`src/rtl/whack_game_core.sv`:
```
// Whack-a-mole engine: mode select, countdown, timed round, LFSR mole placement and scoring.
// Optional build macro WHACK_MISS_PENALTY_EN: a toggle on a dark position costs one point.
module whack_game_core #(
    parameter int          NUM_MOLES   = 16,
    parameter int          SCORE_W     = 16,
    parameter int          TICK_DIV    = 10_000_000,
    parameter int          COUNTDOWN_S = 3,
    parameter int          GAME_S      = 30,
    parameter logic [15:0] LFSR_SEED   = 16'hACE1
) (
    input  logic                 clock_i,
    input  logic                 reset_i,
    input  logic [3:0]           buttons_i,
    input  logic [NUM_MOLES-1:0] switches_i,
    output logic [NUM_MOLES-1:0] LEDs_o,
    output logic [SCORE_W-1:0]   score_o,
    output logic [7:0]           time_o,
    output logic [1:0]           mode_o,
    output logic [1:0]           state_o,
    output logic                 game_over_o
);
    localparam int IDX_W = $clog2(NUM_MOLES);
    localparam int PRE_W = $clog2(TICK_DIV);
    localparam logic [1:0] S_IDLE = 2'b00;
    localparam logic [1:0] S_CD   = 2'b01;
    localparam logic [1:0] S_PLAY = 2'b10;
    localparam logic [1:0] S_DONE = 2'b11;
    localparam logic [NUM_MOLES-1:0] ONE_HOT0 = NUM_MOLES'(1);

    logic [1:0]           state_q, state_d, mode_q, mode_d;
    logic [NUM_MOLES-1:0] leds_q, leds_d, sw_q;
    logic [SCORE_W-1:0]   score_q, score_d;
    logic [7:0]           time_q, time_d;
    logic [PRE_W-1:0]     pre_q, pre_d;
    logic [3:0]           sub_q, sub_d, mole_q, mole_d;
    logic [IDX_W-1:0]     idx_q, idx_d, new_idx;
    logic [15:0]          lfsr_q;
    logic [3:0]           btn_q, btn_rise, period_m1;
    logic [NUM_MOLES-1:0] toggle;
    logic                 tick, sec, hit, period_end;

    function automatic logic [SCORE_W-1:0] sat_inc(input logic [SCORE_W-1:0] s);
        return (&s) ? s : s + 1'b1;
    endfunction

    function automatic logic [SCORE_W-1:0] sat_dec(input logic [SCORE_W-1:0] s);
        return (s == '0) ? s : s - 1'b1;
    endfunction

    // Galois LFSR, taps 16,14,13,11
    function automatic logic [15:0] lfsr_step(input logic [15:0] s);
        return s[0] ? ((s >> 1) ^ 16'hB400) : (s >> 1);
    endfunction

    assign tick       = (pre_q == PRE_W'(TICK_DIV - 1));
    assign sec        = tick && (sub_q == 4'd9);
    assign btn_rise   = buttons_i & ~btn_q;
    assign toggle     = switches_i ^ sw_q;
    assign hit        = |(toggle & leds_q);
    assign period_end = tick && (mole_q == period_m1);
    // A respawn never reuses the index of the previous mole, lit or already hit
    assign new_idx    = (lfsr_q[IDX_W-1:0] == idx_q) ? lfsr_q[IDX_W-1:0] + 1'b1
                                                     : lfsr_q[IDX_W-1:0];

    always_comb begin
        case (mode_q)
            2'b01:   period_m1 = 4'd9;
            2'b10:   period_m1 = 4'd1;
            default: period_m1 = 4'd0;
        endcase
    end

    always_comb begin
        state_d = state_q;
        mode_d  = mode_q;
        leds_d  = leds_q;
        score_d = score_q;
        time_d  = time_q;
        idx_d   = idx_q;
        mole_d  = mole_q;
        pre_d   = tick ? '0 : pre_q + 1'b1;
        sub_d   = tick ? ((sub_q == 4'd9) ? 4'd0 : sub_q + 4'd1) : sub_q;
        case (state_q)
            S_IDLE: begin
                if (btn_rise[2])      mode_d = 2'b11;
                else if (btn_rise[1]) mode_d = 2'b10;
                else if (btn_rise[0]) mode_d = 2'b01;
                if (btn_rise[3] && mode_q != 2'b00) begin
                    state_d = S_CD;
                    time_d  = 8'(COUNTDOWN_S);
                    pre_d   = '0;
                    sub_d   = '0;
                end
            end
            S_CD: begin
                if (sec) begin
                    if (time_q == 8'd1) begin
                        state_d = S_PLAY;
                        time_d  = 8'(GAME_S);
                        score_d = '0;
                        idx_d   = lfsr_q[IDX_W-1:0];
                        leds_d  = ONE_HOT0 << lfsr_q[IDX_W-1:0];
                        pre_d   = '0;
                        sub_d   = '0;
                        mole_d  = '0;
                    end else begin
                        time_d = time_q - 8'd1;
                    end
                end
            end
            S_PLAY: begin
                if (hit) begin
                    score_d = sat_inc(score_q);
                    leds_d  = '0;
                end
`ifdef WHACK_MISS_PENALTY_EN
                else if (|(toggle & ~leds_q)) begin
                    score_d = sat_dec(score_q);
                end
`endif
                if (tick) mole_d = period_end ? 4'd0 : mole_q + 4'd1;
                if (period_end) begin
                    idx_d  = new_idx;
                    leds_d = ONE_HOT0 << new_idx;
                end
                if (sec) begin
                    if (time_q == 8'd1) begin
                        time_d  = 8'd0;
                        state_d = S_DONE;
                        leds_d  = '0;
                    end else begin
                        time_d = time_q - 8'd1;
                    end
                end
            end
            default: begin
                if (btn_rise[3]) begin
                    state_d = S_IDLE;
                    score_d = '0;
                end
            end
        endcase
    end

    always_ff @(posedge clock_i) begin
        sw_q <= switches_i;
        if (reset_i) begin
            state_q <= S_IDLE;
            mode_q  <= 2'b00;
            leds_q  <= '0;
            score_q <= '0;
            time_q  <= 8'd0;
            pre_q   <= '0;
            sub_q   <= 4'd0;
            mole_q  <= 4'd0;
            idx_q   <= '0;
            lfsr_q  <= LFSR_SEED;
            btn_q   <= 4'b0000;
        end else begin
            state_q <= state_d;
            mode_q  <= mode_d;
            leds_q  <= leds_d;
            score_q <= score_d;
            time_q  <= time_d;
            pre_q   <= pre_d;
            sub_q   <= sub_d;
            mole_q  <= mole_d;
            idx_q   <= idx_d;
            lfsr_q  <= lfsr_step(lfsr_q);
            btn_q   <= buttons_i;
        end
    end

    assign LEDs_o      = leds_q;
    assign score_o     = score_q;
    assign time_o      = time_q;
    assign mode_o      = mode_q;
    assign state_o     = state_q;
    assign game_over_o = (state_q == S_DONE);
endmodule

```
`config.mk`:
```
export PLATFORM = sky130hd
export DESIGN_NAME = whack_game_core
export DESIGN_NICKNAME = d
export VERILOG_FILES = /design/src/rtl/whack_game_core.sv
export SDC_FILE = /design/constraint.sdc
export NUM_CORES = 1
export LEC_CHECK = 0
export ABC_AREA = 1
export BUFFER_PORTS_ARGS = -buffer_cell sky130_fd_sc_hd__buf_2
export CAP_MARGIN = 20
export CORE_MARGIN = 2
export CORE_UTILIZATION = 45
export CTS_BUF_LIST = sky130_fd_sc_hd__clkbuf_16
export DETAILED_ROUTE_END_ITERATION = 8
export PLACE_DENSITY = 0.75
export SLEW_MARGIN = 20
export SYNTH_ARGS = -nofsm -noshare
export SYNTH_HDL_FRONTEND = slang
export SYNTH_SLANG_ARGS = --single-unit
```
`constraint.sdc`:
```
create_clock -name clock_i -period 3.48 [get_ports clock_i]
set_clock_uncertainty 0.15 [all_clocks]
set_input_delay 0.522 -clock clock_i [delete_from_list [all_inputs] [get_ports clock_i]]
set_output_delay 0.522 -clock clock_i [all_outputs]
set_load 0.02 [all_outputs]
```
==> metrics.cfg, run 1 <==
[synth]
postSynthRegisterBits = 116
synth_common_cells = nand2_1, nor2_1, dfxtp_1
ys_types = 44
syn_inst = 1006
synth_area_leader_cell = dfxtp_1
syn_area_um2 = 6525
yosysMostFrequentCell = nand2_1
synth_warnings = 0
synthFlopType = dfxtp_1
syn-num-nets = 1048
ys_seq_area_share_pct = 35.59
netlist.area_leader.share_pct = 35.59
syn_avg_cell_area_um2 = 6.486
yosys-top-cells-area = dfxtp_1, nand2_1, nor2_1
synth_async_sr_flop_share_pct = 0
synth-edff-count = 0

[cts]
root_buffer = clkbuf_16
cts_tree = yes
cts_buffers = 17
htreeDepth = 4
path_clk_slew_ns = 0.05
cts_hold_buf = 0
ctsResizeCount = 0
worstSkewPairLatency_ns = 0.42
clock_sink_count = 116
postCtsSetupBuffers = 0
cts_max_path_buffers = 2

[sta]
fmax_ghz = 0.3808
period_needed_ns = 2.626
relSlewSlack_pct = 45.25
rsz0062_at_grt = no
fin_crit_sh_pct = 75.46
hold_viol_final = 0
setup_tns_ns = 0
setup-violations-final = 0
worst_pin_slew_ns = 0.8212
slew_violations = 0
setup_ws_ns = 0.8540

[detailed_routing]
routed_wl_mm = 15.67
vias_per_cell = 4.959
antenna_left = 0
vias = 6283
first_pass_iters = 5
wl_per_cell_um = 12.37
post-route-drc-count = 0
initialDrtViolationCount = 549

[run]
cap_violations = 0

[die]
fp.dieW_um = 124.4
coreArea_um2 = 14370
ios = 67
start_util_pct = 45.41
rows = 44
fp.dieH_um = 124.4
die-area_um2 = 15480

[layout]
fin_cells = 1267
diodes = 0
drive_gt1_share_pct = 13.39
nets = 1112
syn_to_final_growth_pct = 16.22

[power_and_ir_drop]
p_leak_nw = 3.559
ir_drop_mv = 0.5051
totalPowerFinal_w = 0.005867
powerDensity_nw_per_um2 = 773.6

[placed_design]
dpl_worst_slack_ns = 0.8761
portBuffers = 66
globalplace.congestion = 0.8972
hpwl_mm = 11.07
placedCellCount = 1235

[worst_hold_path]
hold_path.class = in2reg

[run_status]
status = completed

[setup_path]
critPathArrivalTime_ns = 2.74
startpoint_type = flop
worstSetupEndpointType = flop
required_ns = 3.60
critical_path_class = reg2reg
critPathMaxFanout = 17

[grt]
grt.overflow.total = 0
grt_pass1_wl_mm = 26.55
grt_pass1_vias = 5789
track_usage_pct = 20.52
antenna_found_initial = 0
grt_max_degree = 43

==> worst max-delay path: stages, from the launching register on <==
cell     delay [ns]
dfxtp_1        0.36
inv_1          0.07
ha_1           0.30
xor2_1         0.14
nor2_1         0.25
nand4_1        0.69
nand3_1        0.27
nor2_1         0.07
a21oi_1        0.13
nor2_1         0.05
==> final timing paths <==
kind            startpoint         to  cells after the start  slack (ns)
min          switches_i[0]    sw_q[0]                      1        0.08
min reg2reg      lfsr_q[5]  lfsr_q[4]                      2        0.25
max              mode_o[0]  mole_q[2]                      9        0.85
max reg2reg      mode_o[0]  mole_q[2]                      9        0.85
==> metal layers <==
layer / vias to the layer above / GRT usage (%) / wire (um)
met3: 18 / 5.541 / 690
met5: - / 0 / 0
met2: 144 / 34.72 / 7497
met1: 2820 / 25.68 / 7264
li1: 3301 / - / -
met4: 0 / 5.816 / 216
==> metrics by stage <==
step	cell area (um2)	utilization, %	hold WS, ns
after detailed placement	6984	48.61	0.2459
final	7584	52.78	0.08216
after CTS	7584	52.78	0.06770
after global routing	7584	52.78	0.07153
after global placement	6984	48.61	0.2418
after floorplan	6525	-	0.2383
==> cell families after synthesis <==
| family | synth area share, % |
|---|---|
| flip-flops | 35.59 |
| adder cells (fa/ha/maj) | 3.835 |
| XOR/XNOR | 2.685 |
| buffers and inverters | 9.012 |
| AND/OR/NAND/NOR | 40.17 |
| AO/OA/AOI/OAI | 8.706 |
==> power breakdown <==
group	internal [W]	total, W	switching, W
clock network	0.00118	0.00179	0.000612
registers	0.00154	0.00177	0.000224
logic	0.000718	0.00231	0.00159
==> sequential cells by signal, indices dropped and copies added, names as in the netlist <==
name and flops:
LEDs_o 16, btn_q 4, idx_q 4, lfsr_q 16
mode_o 2, mole_q 4, pre_q 24, score_o 16
state_o 2, sub_q 4, sw_q 16, time_o 8
==> layout by cell type, fill, tap and decap left out, types with 7 or more instances in the layout <==
cell type	count
ha_1	20
nor3_1	11
nor2_1	181
or2_2	9
nand3_1	75
inv_2	8
nand4_1	12
clkbuf_16	17
o21ai_0	37
dfxtp_1	116
nand2_2	7
xor2_1	18
nand2_1	267
buf_2	66
a21oi_1	61
inv_1	116
==> area by class of cell <==
class	count	area (um2)
inverter	121	456.7
clock inverter	15	173.9
clock buffer	17	425.4
timing repair buffer	70	360.3
sequential	116	2322
fill	1415	6785
tap	184	230.2
multi-input combinational	744	3615
Note: power is estimated with default switching activity, not from simulation.
==> run 2: changes to the inputs <==
ABC_AREA = 0   (was 1)
clock period = 2.7 ns   (was 3.48 ns; I/O delays follow)
==> metrics.cfg, run 2 <==
[detailed_routing]
antenna_left = 0
initialDrtViolationCount = 268
first_pass_iters = 5
vias_per_cell = 5.496
post-route-drc-count = 0
wl_per_cell_um = 14.55
vias = 4683
routed_wl_mm = 12.40

[die]
ios = 67
die-area_um2 = 12820
fp.dieH_um = 113.2
rows = 39
fp.dieW_um = 113.2
coreArea_um2 = 11520
start_util_pct = 46.60

[setup_path]
crit_family = simple AND/OR/NAND/NOR gates
slowest_stage = dfxtp_1
startpoint_type = flop
max_stage_delay_ns = 0.40
critical_path_class = reg2reg
path_cells = ha_1, and3b_1, nand4_2, nor4_4, buf_4, nand2_1, a21o_2, or2_1, o2bb2ai_1
worstSetupEndpointType = flop
critPathArrivalTime_ns = 2.72
required_ns = 2.90
path_buf_inv = 1
critPathMaxFanout = 10

[sta]
worst_pin_slew_ns = 0.6203
period_needed_ns = 2.526
setup_tns_ns = 0
fin_crit_sh_pct = 93.56
fmax_ghz = 0.3959
hold_viol_final = 0
setup-violations-final = 0
slew_violations = 0
relSlewSlack_pct = 58.30

[cts]
cts_max_path_buffers = 2
htreeDepth = 4
cts_tree = yes
root_buffer = clkbuf_16
path_clk_slew_ns = 0.06
clock_sink_count = 116
worstSkewPairLatency_ns = 0.42
cts_buffers = 17

[placed_design]
hpwl_mm = 8.806
globalplace.congestion = 0.9035
portBuffers = 66

[grt]
antenna_found_initial = 0
grt.overflow.total = 0
grt_pass1_vias = 4608
grt_pass1_wl_mm = 21.06
track_usage_pct = 20.31
grt_max_degree = 37

[synth]
synthFlopType = dfxtp_1
synth-edff-count = 0
yosysMostFrequentCell = dfxtp_1
synth_warnings = 0
syn-num-nets = 632
ys_types = 53
ys_seq_area_share_pct = 43.27
netlist.area_leader.share_pct = 43.27
synth_common_cells = dfxtp_1, nor2_1, nand2_1
syn_avg_cell_area_um2 = 9.096
synth_area_leader_cell = dfxtp_1
synth_async_sr_flop_share_pct = 0
syn_inst = 590
yosys-top-cells-area = dfxtp_1, xor2_1, nor2_1
postSynthRegisterBits = 116
syn_area_um2 = 5366

[layout]
syn_to_final_growth_pct = 26.42
regMostFlops = pre_q
drive_gt1_share_pct = 21.02
diodes = 0
largest_reg_flops = 24
nets = 738
ff_latch_area_um2 = 2322
layout_common_cells = dfxtp_1, nor2_1, buf_2
fillers = 956
final_common_cell = dfxtp_1
fin_util_pct = 58.91
multiInputGateArea_um2 = 2922

[worst_hold_path]
hold_path.class = in2reg

[power_and_ir_drop]
p_leak_nw = 2.748
powerDensity_nw_per_um2 = 811.2
totalPowerFinal_w = 0.005503
ir_drop_mv = 0.5137

[run_status]
status = completed

[run]
cap_violations = 0

==> run 2: cell types whose count changed after synthesis, sizes merged, moves of 18 or more <==
cell	change
o21ai	-21
inv	-103
nor2	-123
nand3	-57
xor2	+18
xnor2	+20
a21oi	-32
nand2	-241
==> run 2: power breakdown <==
group,leakage [nW],switching (W),internal [W]
logic,1.50,0.000777,0.000481
registers,0.948,0.000104,0.00182
clock network,0.298,0.000791,0.00153
total,2.75,0.00167,0.00383
==> run 2: cell families (layout without fill, tap and decap cells) <==
group	after synthesis	after routing	share of synthesized area, %
fa+ha+maj	20	20	4.663
mux	10	10	1.912
compound gates	110	110	14.11
xor+xnor	58	58	9.466
simple gates	237	237	23.64
flops	116	116	43.27
buf+inv	39	158	2.938
==> run 2: per-stage QoR <==
stage                     cell area (um2)  worst slack, ns  hold slack [ns]  instances
after floorplan                      5366           0.3729           0.2395        590
after global placement               5971           0.1822           0.2487        803
after detailed placement             5971          0.05886           0.2578        803
after CTS                            6746          0.01907          0.05742        851
after global routing                 6784        -0.006545          0.06872        852
final                                6784           0.1739          0.06898        852
==> run 2: worst paths after layout <==
check,startpoint,end,slack (ns),cells after the start
worst min register to register,lfsr_q[12],lfsr_q[11],0.26,1
worst max register to register,sub_q[0],LEDs_o[15],0.17,9
worst min-delay path,buttons_i[3],btn_q[3],0.07,2
worst max-delay path,sub_q[0],LEDs_o[15],0.17,9
==> run 2: layout make-up <==
class                           count  area share, %
Inverter                           20          1.107
Sequential cell                   116          34.23
Timing Repair Buffer              106          9.886
Multi-Input combinational cell    435          43.07
Clock inverter                     15          2.803
Tap cell                          143          2.637
Clock buffer                       17          6.271
==> run 2: metal layers <==
metal	global-route usage, %	vias to the layer above	part of all wire, %
met5	0	-	0
met4	8.455	0	2.5
met3	6.481	27	4.1
met2	35.85	114	51
met1	22.52	2220	42
li1	-	2322	-
==> run 2: repair_timing <==
action                                  CTS  global route
resized for setup                         0             6
setup buffers                             0             1
hold buffers                             16             0
endpoints found under the setup margin    0            32
hold endpoints to repair                 16             0
